File: src/rtl/branch_comp_iter.sv
`default_nettype none
// ============================================================================
//  Module   : branch_comp_iter
//  Purpose  : Iterative RV32I branch comparator. Compares DIGIT bits per cycle,
//             most-significant chunk first, and returns BrEq / BrLT / taken /
//             illegal over a valid/ready result handshake.
//  Options  : BRANCH_COMP_EARLY_EXIT_EN - leave the compare loop on the first
//             differing chunk instead of always walking all chunks.
//  Revision : 1.0 - initial release
// ============================================================================
module branch_comp_iter #(
  parameter int XLEN  = 32,
  parameter int DIGIT = 4
) (
  input  logic            clk,
  input  logic            rst_n,
  input  logic            in_valid,
  output logic            in_ready,
  input  logic [2:0]      funct3,
  input  logic [XLEN-1:0] dataA,
  input  logic [XLEN-1:0] dataB,
  output logic            out_valid,
  input  logic            out_ready,
  output logic            BrEq,
  output logic            BrLT,
  output logic            taken,
  output logic            illegal
);

  localparam int c_numChunks = XLEN / DIGIT;
  localparam int c_idxW      = (c_numChunks > 1) ? $clog2(c_numChunks) : 1;

  typedef enum logic [1:0] {
    S_IDLE = 2'd0,
    S_CMP  = 2'd1,
    S_DONE = 2'd2
  } stateType;

  stateType            r_state;
  stateType            w_stateNext;

  logic [XLEN-1:0]     r_a;
  logic [XLEN-1:0]     r_b;
  logic [2:0]          r_funct3;
  logic [c_idxW-1:0]   r_idx;
  logic                r_lt;
  logic                r_gt;

  logic [DIGIT-1:0]    w_chunkA;
  logic [DIGIT-1:0]    w_chunkB;
  logic                w_ltNext;
  logic                w_gtNext;
  logic                w_lastChunk;
  logic                w_eqNext;
  logic                w_takenNext;
  logic                w_illegalNext;
  logic                w_signedIn;

  // Current chunk of each latched operand
  assign w_chunkA = r_a[int'(r_idx) * DIGIT +: DIGIT];
  assign w_chunkB = r_b[int'(r_idx) * DIGIT +: DIGIT];

  // Once a difference has been seen the flags are frozen
  assign w_ltNext = r_lt | (~r_gt & (w_chunkA < w_chunkB));
  assign w_gtNext = r_gt | (~r_lt & (w_chunkA > w_chunkB));
  assign w_eqNext = ~(w_ltNext | w_gtNext);

  // Only BLTU/BGEU are unsigned; illegal codes also use the signed rule
  assign w_signedIn = (funct3[2:1] != 2'b11);

`ifdef BRANCH_COMP_EARLY_EXIT_EN
  assign w_lastChunk = (r_idx == '0) || w_ltNext || w_gtNext;
`else
  assign w_lastChunk = (r_idx == '0);
`endif

  // Branch decision from the final flags and the latched funct3
  always_comb begin
    w_takenNext   = 1'b0;
    w_illegalNext = 1'b0;
    case (r_funct3)
      3'b000:          w_takenNext = w_eqNext;
      3'b001:          w_takenNext = ~w_eqNext;
      3'b100, 3'b110:  w_takenNext = w_ltNext;
      3'b101, 3'b111:  w_takenNext = ~w_ltNext;
      default:         w_illegalNext = 1'b1;
    endcase
  end

  // State register
  always_ff @(posedge clk) begin
    if (!rst_n) r_state <= S_IDLE;
    else        r_state <= w_stateNext;
  end

  // Next-state logic and handshake outputs
  always_comb begin
    w_stateNext = r_state;
    in_ready    = 1'b0;
    out_valid   = 1'b0;
    case (r_state)
      S_IDLE: begin
        in_ready = 1'b1;
        if (in_valid) w_stateNext = S_CMP;
      end
      S_CMP: begin
        if (w_lastChunk) w_stateNext = S_DONE;
      end
      S_DONE: begin
        out_valid = 1'b1;
        if (out_ready) w_stateNext = S_IDLE;
      end
      default: w_stateNext = S_IDLE;
    endcase
  end

  // Operand latch, chunk walk and result registers
  always_ff @(posedge clk) begin
    if (!rst_n) begin
      r_a      <= '0;
      r_b      <= '0;
      r_funct3 <= '0;
      r_idx    <= '0;
      r_lt     <= 1'b0;
      r_gt     <= 1'b0;
      BrEq     <= 1'b0;
      BrLT     <= 1'b0;
      taken    <= 1'b0;
      illegal  <= 1'b0;
    end else begin
      case (r_state)
        S_IDLE: begin
          if (in_valid) begin
            // Flipping the sign bit of both operands maps signed order onto unsigned order
            r_a      <= {dataA[XLEN-1] ^ w_signedIn, dataA[XLEN-2:0]};
            r_b      <= {dataB[XLEN-1] ^ w_signedIn, dataB[XLEN-2:0]};
            r_funct3 <= funct3;
            r_idx    <= c_idxW'(c_numChunks - 1);
            r_lt     <= 1'b0;
            r_gt     <= 1'b0;
          end
        end
        S_CMP: begin
          r_lt <= w_ltNext;
          r_gt <= w_gtNext;
          if (w_lastChunk) begin
            BrEq    <= w_eqNext;
            BrLT    <= w_ltNext;
            taken   <= w_takenNext;
            illegal <= w_illegalNext;
          end else begin
            r_idx <= r_idx - 1'b1;
          end
        end
        default: ;
      endcase
    end
  end

endmodule
`default_nettype wire

File: config.mk
export PLATFORM = sky130hd
export DESIGN_NAME = branch_comp_iter
export DESIGN_NICKNAME = d
export VERILOG_FILES = /design/src/rtl/branch_comp_iter.sv
export SDC_FILE = /design/constraint.sdc
export NUM_CORES = 1
export LEC_CHECK = 0
export ABC_CLOCK_PERIOD_IN_PS = 5900
export CORE_UTILIZATION = 25
export CTS_CLUSTER_SIZE = 25
export DETAILED_ROUTE_END_ITERATION = 6
export GPL_TIMING_DRIVEN = 1
export PLACE_DENSITY = 0.49
export SYNTH_ARGS = -nofsm -noshare
export SYNTH_HDL_FRONTEND = slang
export SYNTH_SLANG_ARGS = --single-unit
File: constraint.sdc
create_clock -name clk -period 5.9 [get_ports clk]
set_input_delay 1.77 -clock clk [delete_from_list [all_inputs] [get_ports clk]]
set_output_delay 1.77 -clock clk [all_outputs]
set_load 0.01 [all_outputs]
## Word-level counts from Yosys, hierarchy flattened

Index checks and enable logic that the tools add are counted.

- Shift operators: 2
- Bitwise logic cells: 11
- Reductions and logical operators: 12
- Muxes and demuxes: 14
- $add $sub $neg: 1
- Equal/unequal tests: 12
- Order comparisons: 2

Operator list:

| operator | count |
|---|---|
| $shiftx A32 B6 Y4 | 2 |
| $eq A3 B3 Y1 const B | 4 |
| $ne A2 B2 Y1 const B | 5 |
| $logic_not A3 Y1 | 2 |
| $mux W2 | 3 |
| $mux W3 | 2 |
| $pmux W2 S3 | 1 |
| $pmux W3 S2 | 1 |
| $reduce_and A2 Y1 | 3 |
| $reduce_and A3 Y1 | 2 |
| $reduce_or A6 Y1 | 1 |
| $gt A4 B4 Y1 | 1 |
| $lt A4 B4 Y1 | 1 |
| $mux W1 | 4 |
| $not A1 Y1 | 4 |
| $pmux W1 S2 | 2 |
| $pmux W1 S4 | 1 |
| $reduce_or A2 Y1 | 2 |
| $eq A3 B1 Y1 const B | 1 |
| $or A1 B1 Y1 | 3 |
| $sub A3 B1 Y3 const B | 1 |
| $and A1 B1 Y1 | 2 |
| $eq A2 B1 Y1 const B | 1 |
| $eq A2 B2 Y1 const B | 1 |
| other kinds (3) | 4 |

- Logic and storage cells: 65
- Bits in registers: 78
- Output and inout port bits: 6

## Depth between registers and ports, before layout

- Depth in word-level cells: 7
- Depth in mapped cells: 10
- Gate-level depth less buffers: 8

## Worst setup path before layout

OpenSTA, ideal clock, no wires.

- Path type: reg2reg
- From: register r_idx[0]
- To: register taken
- Stages on the path, launching flop included: 10
- Clock period less this slack: 2.710 ns
- Arrival time: 2.640 ns
- Buffers on the path: 1
- Slack: 3.190 ns
- Required time: 5.830 ns
- Path through: dfxtp_1 > buf_6 > mux4_2 > mux2_2 > ha_1 > a21o_2 > o311a_2 > xnor2_1 > o32a_1 > a21oi_1

- Cells in the longest elaborated chain, start to end: 7

RTL lines:

| what | line | RTL |
|---|---|---|
| from (decl) | 45 | `logic [c_idxW-1:0] r_idx;` |
| from (signal assigned) | 138 | `r_idx <= c_idxW'(c_numChunks - 1);` |
| from (signal assigned) | 152 | `r_idx <= r_idx - 1'b1;` |
| $shiftx A32 B6 Y4, on equally long branches | 60, 61 |  |
| $lt A4 B4 Y1 / $gt A4 B4 Y1 (equally long branches) | 64, 65 |  |
| $and A1 B1 Y1, on equally long branches | 64, 65 |  |
| $or A1 B1 Y1, on equally long branches | 64, 65 |  |
| $or A1 B1 Y1 | 66 | `assign w_eqNext = ~(w_ltNext \| w_gtNext);` |
| $not A1 Y1 | 66 |  |
| $pmux W1 S4 | 81 | `case (r_funct3)` |
| to (signal assigned) | 149 | `taken <= w_takenNext;` |
| to (decl) | 26 | `output logic taken,` |

Several ways; a longest one is shown, not always the timed one.
A chain may end at the register's enable or synchronous reset.

## Final worst setup path

- From: input in_valid
- To: register r_a[22]

- Cells in the longest elaborated chain, start to end: 1

RTL lines:

| what | line | RTL |
|---|---|---|
| from (decl) | 17 | `input logic in_valid,` |
| $reduce_and A2 Y1 (no line) | - |  |
| to (signal assigned) | 135 | `r_a <= {dataA[XLEN-1] ^ w_signedIn, dataA[XLEN-2:0]};` |
| to (decl) | 42 | `logic [XLEN-1:0] r_a;` |

No other way between the ends.

==> metrics.txt <==
syn nets 469; ANT nets after route 0; Seq pwr share 0.387; Hold Crit Depth 2; sw power 0.393 mW; Worst R2R Path Depth 9; final instance area 4800 sq um; Final #Nets 533; worst r2r src r_idx[0]$_SDFFE_PN0P_; Seq/Total Area, Yosys 0.435; clk root buf clkbuf_16; Power Density 321 nW/um^2; Die Span Y 122 um; setup bufs post-CTS 0; ys flop type dfxtp_1; period utilization 0.568; first-pass GRT wire length 14.6 mm; Synth async-reset ratio 0; DP Area 4450 sq um; Worst setup SP type input pin; share of cells above drive strength 1 0.102; R2R Path End taken$_SDFFE_PN0P_; endpoints failing setup 0; Vias 2851; Area Growth Syn to Fin 33.7%; fmax 298 MHz; Die Footprint 14900 sq um; placed insts 625; Mapped Avg Cell Area 9.16 sq um; core area 13900 sq um; Max Buffers Root-to-Sink 2; top cells by area, synth dfxtp_1, nand2_1, a21boi_0; cell family with most CP delay buffers and inverters; worst path arrival time 3600 ps; Worst EP required 6140 ps; clock slew at reported path FFs 60 ps; Antenna Diode Count 0; row cnt 43; worst path cell trace clkdlybuf4s50_1 -> nand2_2 -> buf_4 -> nand2_1 -> a21boi_0; outcome complete, no violations; H-tree Lvls 3; final critical-path required period 3350 ps; Synth Register Bits 78; Combinational Power Share 0.197; Worst setup EP type flip-flop; Clock power frac 0.417; worst hold path type reg2reg; internal power 1.15 mW; Synth top area share 0.435; clk_skew 7.96 ps; I/O Pins 77; Clock Latency Late Sink 330 ps; crit-path max cell delay 650 ps; reg-to-reg slack, setup 2780 ps; unrepaired setup endpoints after global routing no; worst slack, placed 2180 ps; static leakage 1.76 nW; Hold Violations, Final 0; number of buffers and inverters on the critical path 2; Via density 4.45; area leader, netlist dfxtp_1; Synth Warn # 0; Overflow after GRT 0; slowest CP cell nand2_2; Final HPWL DP 6.09 mm; Cells after Synth 392; Avg WL per Cell 13.9 um; post-CTS sizing 0; pin count of the biggest net entering global routing 79; DR DRC count 0; Final Max Tran Viols 0; drt first pass iters 4; hold path endpoint r_a[3]$_SDFFE_PN0P_; VDD IR max 142 uV; Crit Path Max Fanout 46; Synth cell types 37; vias in the first global route 2954; Setup Total Neg Slack 0 ps; Finished Layout Cells 641; initial cell density of the core 0.258; Multi-input gate area 1870 sq um; GP Congestion 0.677; fillers 1417; # port buffers 76; CTS tree built; CTS Hold Bufs 0; Routed WL 8.91 mm; Worst Max-Slew Pin Slew 867 ps; CTS buffer count 9; most common cell after layout, fill and taps aside nand2_1; CTS Sinks 78; synthesized area 3590 sq um; Max Cap Violations 0; Worst Setup Slack, final 2550 ps; gr usage total 0.128; drt initial violations 93; most frequent cells in the layout nand2_1, dfxtp_1, clkdlybuf4s50_1; number of synthesized flops with an enable pin 0; Slew HR 0.420; min-delay src r_a[3]$_SDFFE_PN0P_; initial antenna violation count 0; Pwr Total 1.54 mW; sw frac 0.255; die extent in x 122 um; Critical path origin in_valid; Sequential Area 1560 sq um; critical path type in2reg
==> per-layer routing <==
layer	track usage	vias up	share of wire
met5	0	-	0
met4	0.0394	0	0.011
met3	0.0290	8	0.037
met2	0.208	49	0.47
met1	0.169	1344	0.48
li1	-	1450	-
==> how the worst max path moves through the flow <==
stage,to,cells after the start,slack [ps]
final,r_a[22]$_SDFFE_PN0P_,5,2550
after global routing,r_a[15]$_SDFFE_PN0P_,5,2340
after CTS,r_a[22]$_SDFFE_PN0P_,5,2520
after detailed placement,r_b[25]$_SDFFE_PN0P_,5,2180
after global placement,r_b[2]$_SDFFE_PN0P_,5,2230
after floorplan,taken$_SDFFE_PN0P_,9,3190
==> power by group through the flow <==
stage          sequential [mW]  clock (mW)  combinational (mW)
6_report                 0.596       0.643               0.304
5_1_grt                  0.602       0.683               0.342
4_1_cts                  0.597       0.656               0.309
3_5_place_dp             0.608           0               0.308
3_3_place_gp             0.607           0               0.303
2_1_floorplan            0.599           0               0.210
==> stage by stage <==
step	utilization	hold WS, ps
global route	0.345	469
CTS	0.345	454
floorplan	-	432
global placement	0.320	442
finish	0.345	451
detailed placement	0.320	445
==> layout make-up <==
cell class,instances,area share
Clock buffer,10,0.0498
Inverter,2,0.00156
Multi-Input combinational cell,284,0.389
Sequential cell,78,0.325
Tap cell,180,0.0469
Timing Repair Buffer,81,0.165
Clock inverter,6,0.0227
==> registers in the layout (all words and copies together) (netlist names) <==
name / flops
taken: 1
r_gt: 1
r_funct3: 3
r_b: 32
BrLT: 1
r_lt: 1
r_state: 2
illegal: 1
BrEq: 1
r_idx: 3
r_a: 32
==> worst min-delay path, cell delays in order, from the launching register on <==
cell	delay, ps
dfxtp_1	300
nand2_1	50
a21boi_1	50
==> kinds of logic after synthesis <==
logic type / after synthesis / share of synthesized area
multiplexers: 24 / 0.124
AO/OA/AOI/OAI: 87 / 0.180
AND/OR/NAND/NOR: 164 / 0.186
flip-flops: 78 / 0.435
buffers and inverters: 30 / 0.0467
XOR/XNOR: 3 / 0.00732
adder cells (fa/ha/maj): 6 / 0.0209
==> Yosys cell counts (3+ instances only) <==
master    number
mux2i_1        4
a21boi_0      63
nand2_1      140
buf_6          5
nor2_1         4
mux2_2         4
ha_1           6
a21oi_1        7
mux4_2        16
o211a_1        3
nor2b_1        5
buf_2          7
a21boi_1       6
clkbuf_1      14
dfxtp_1       78
nand2b_1       3
No activity file was read; power rests on OpenSTA's default activity.
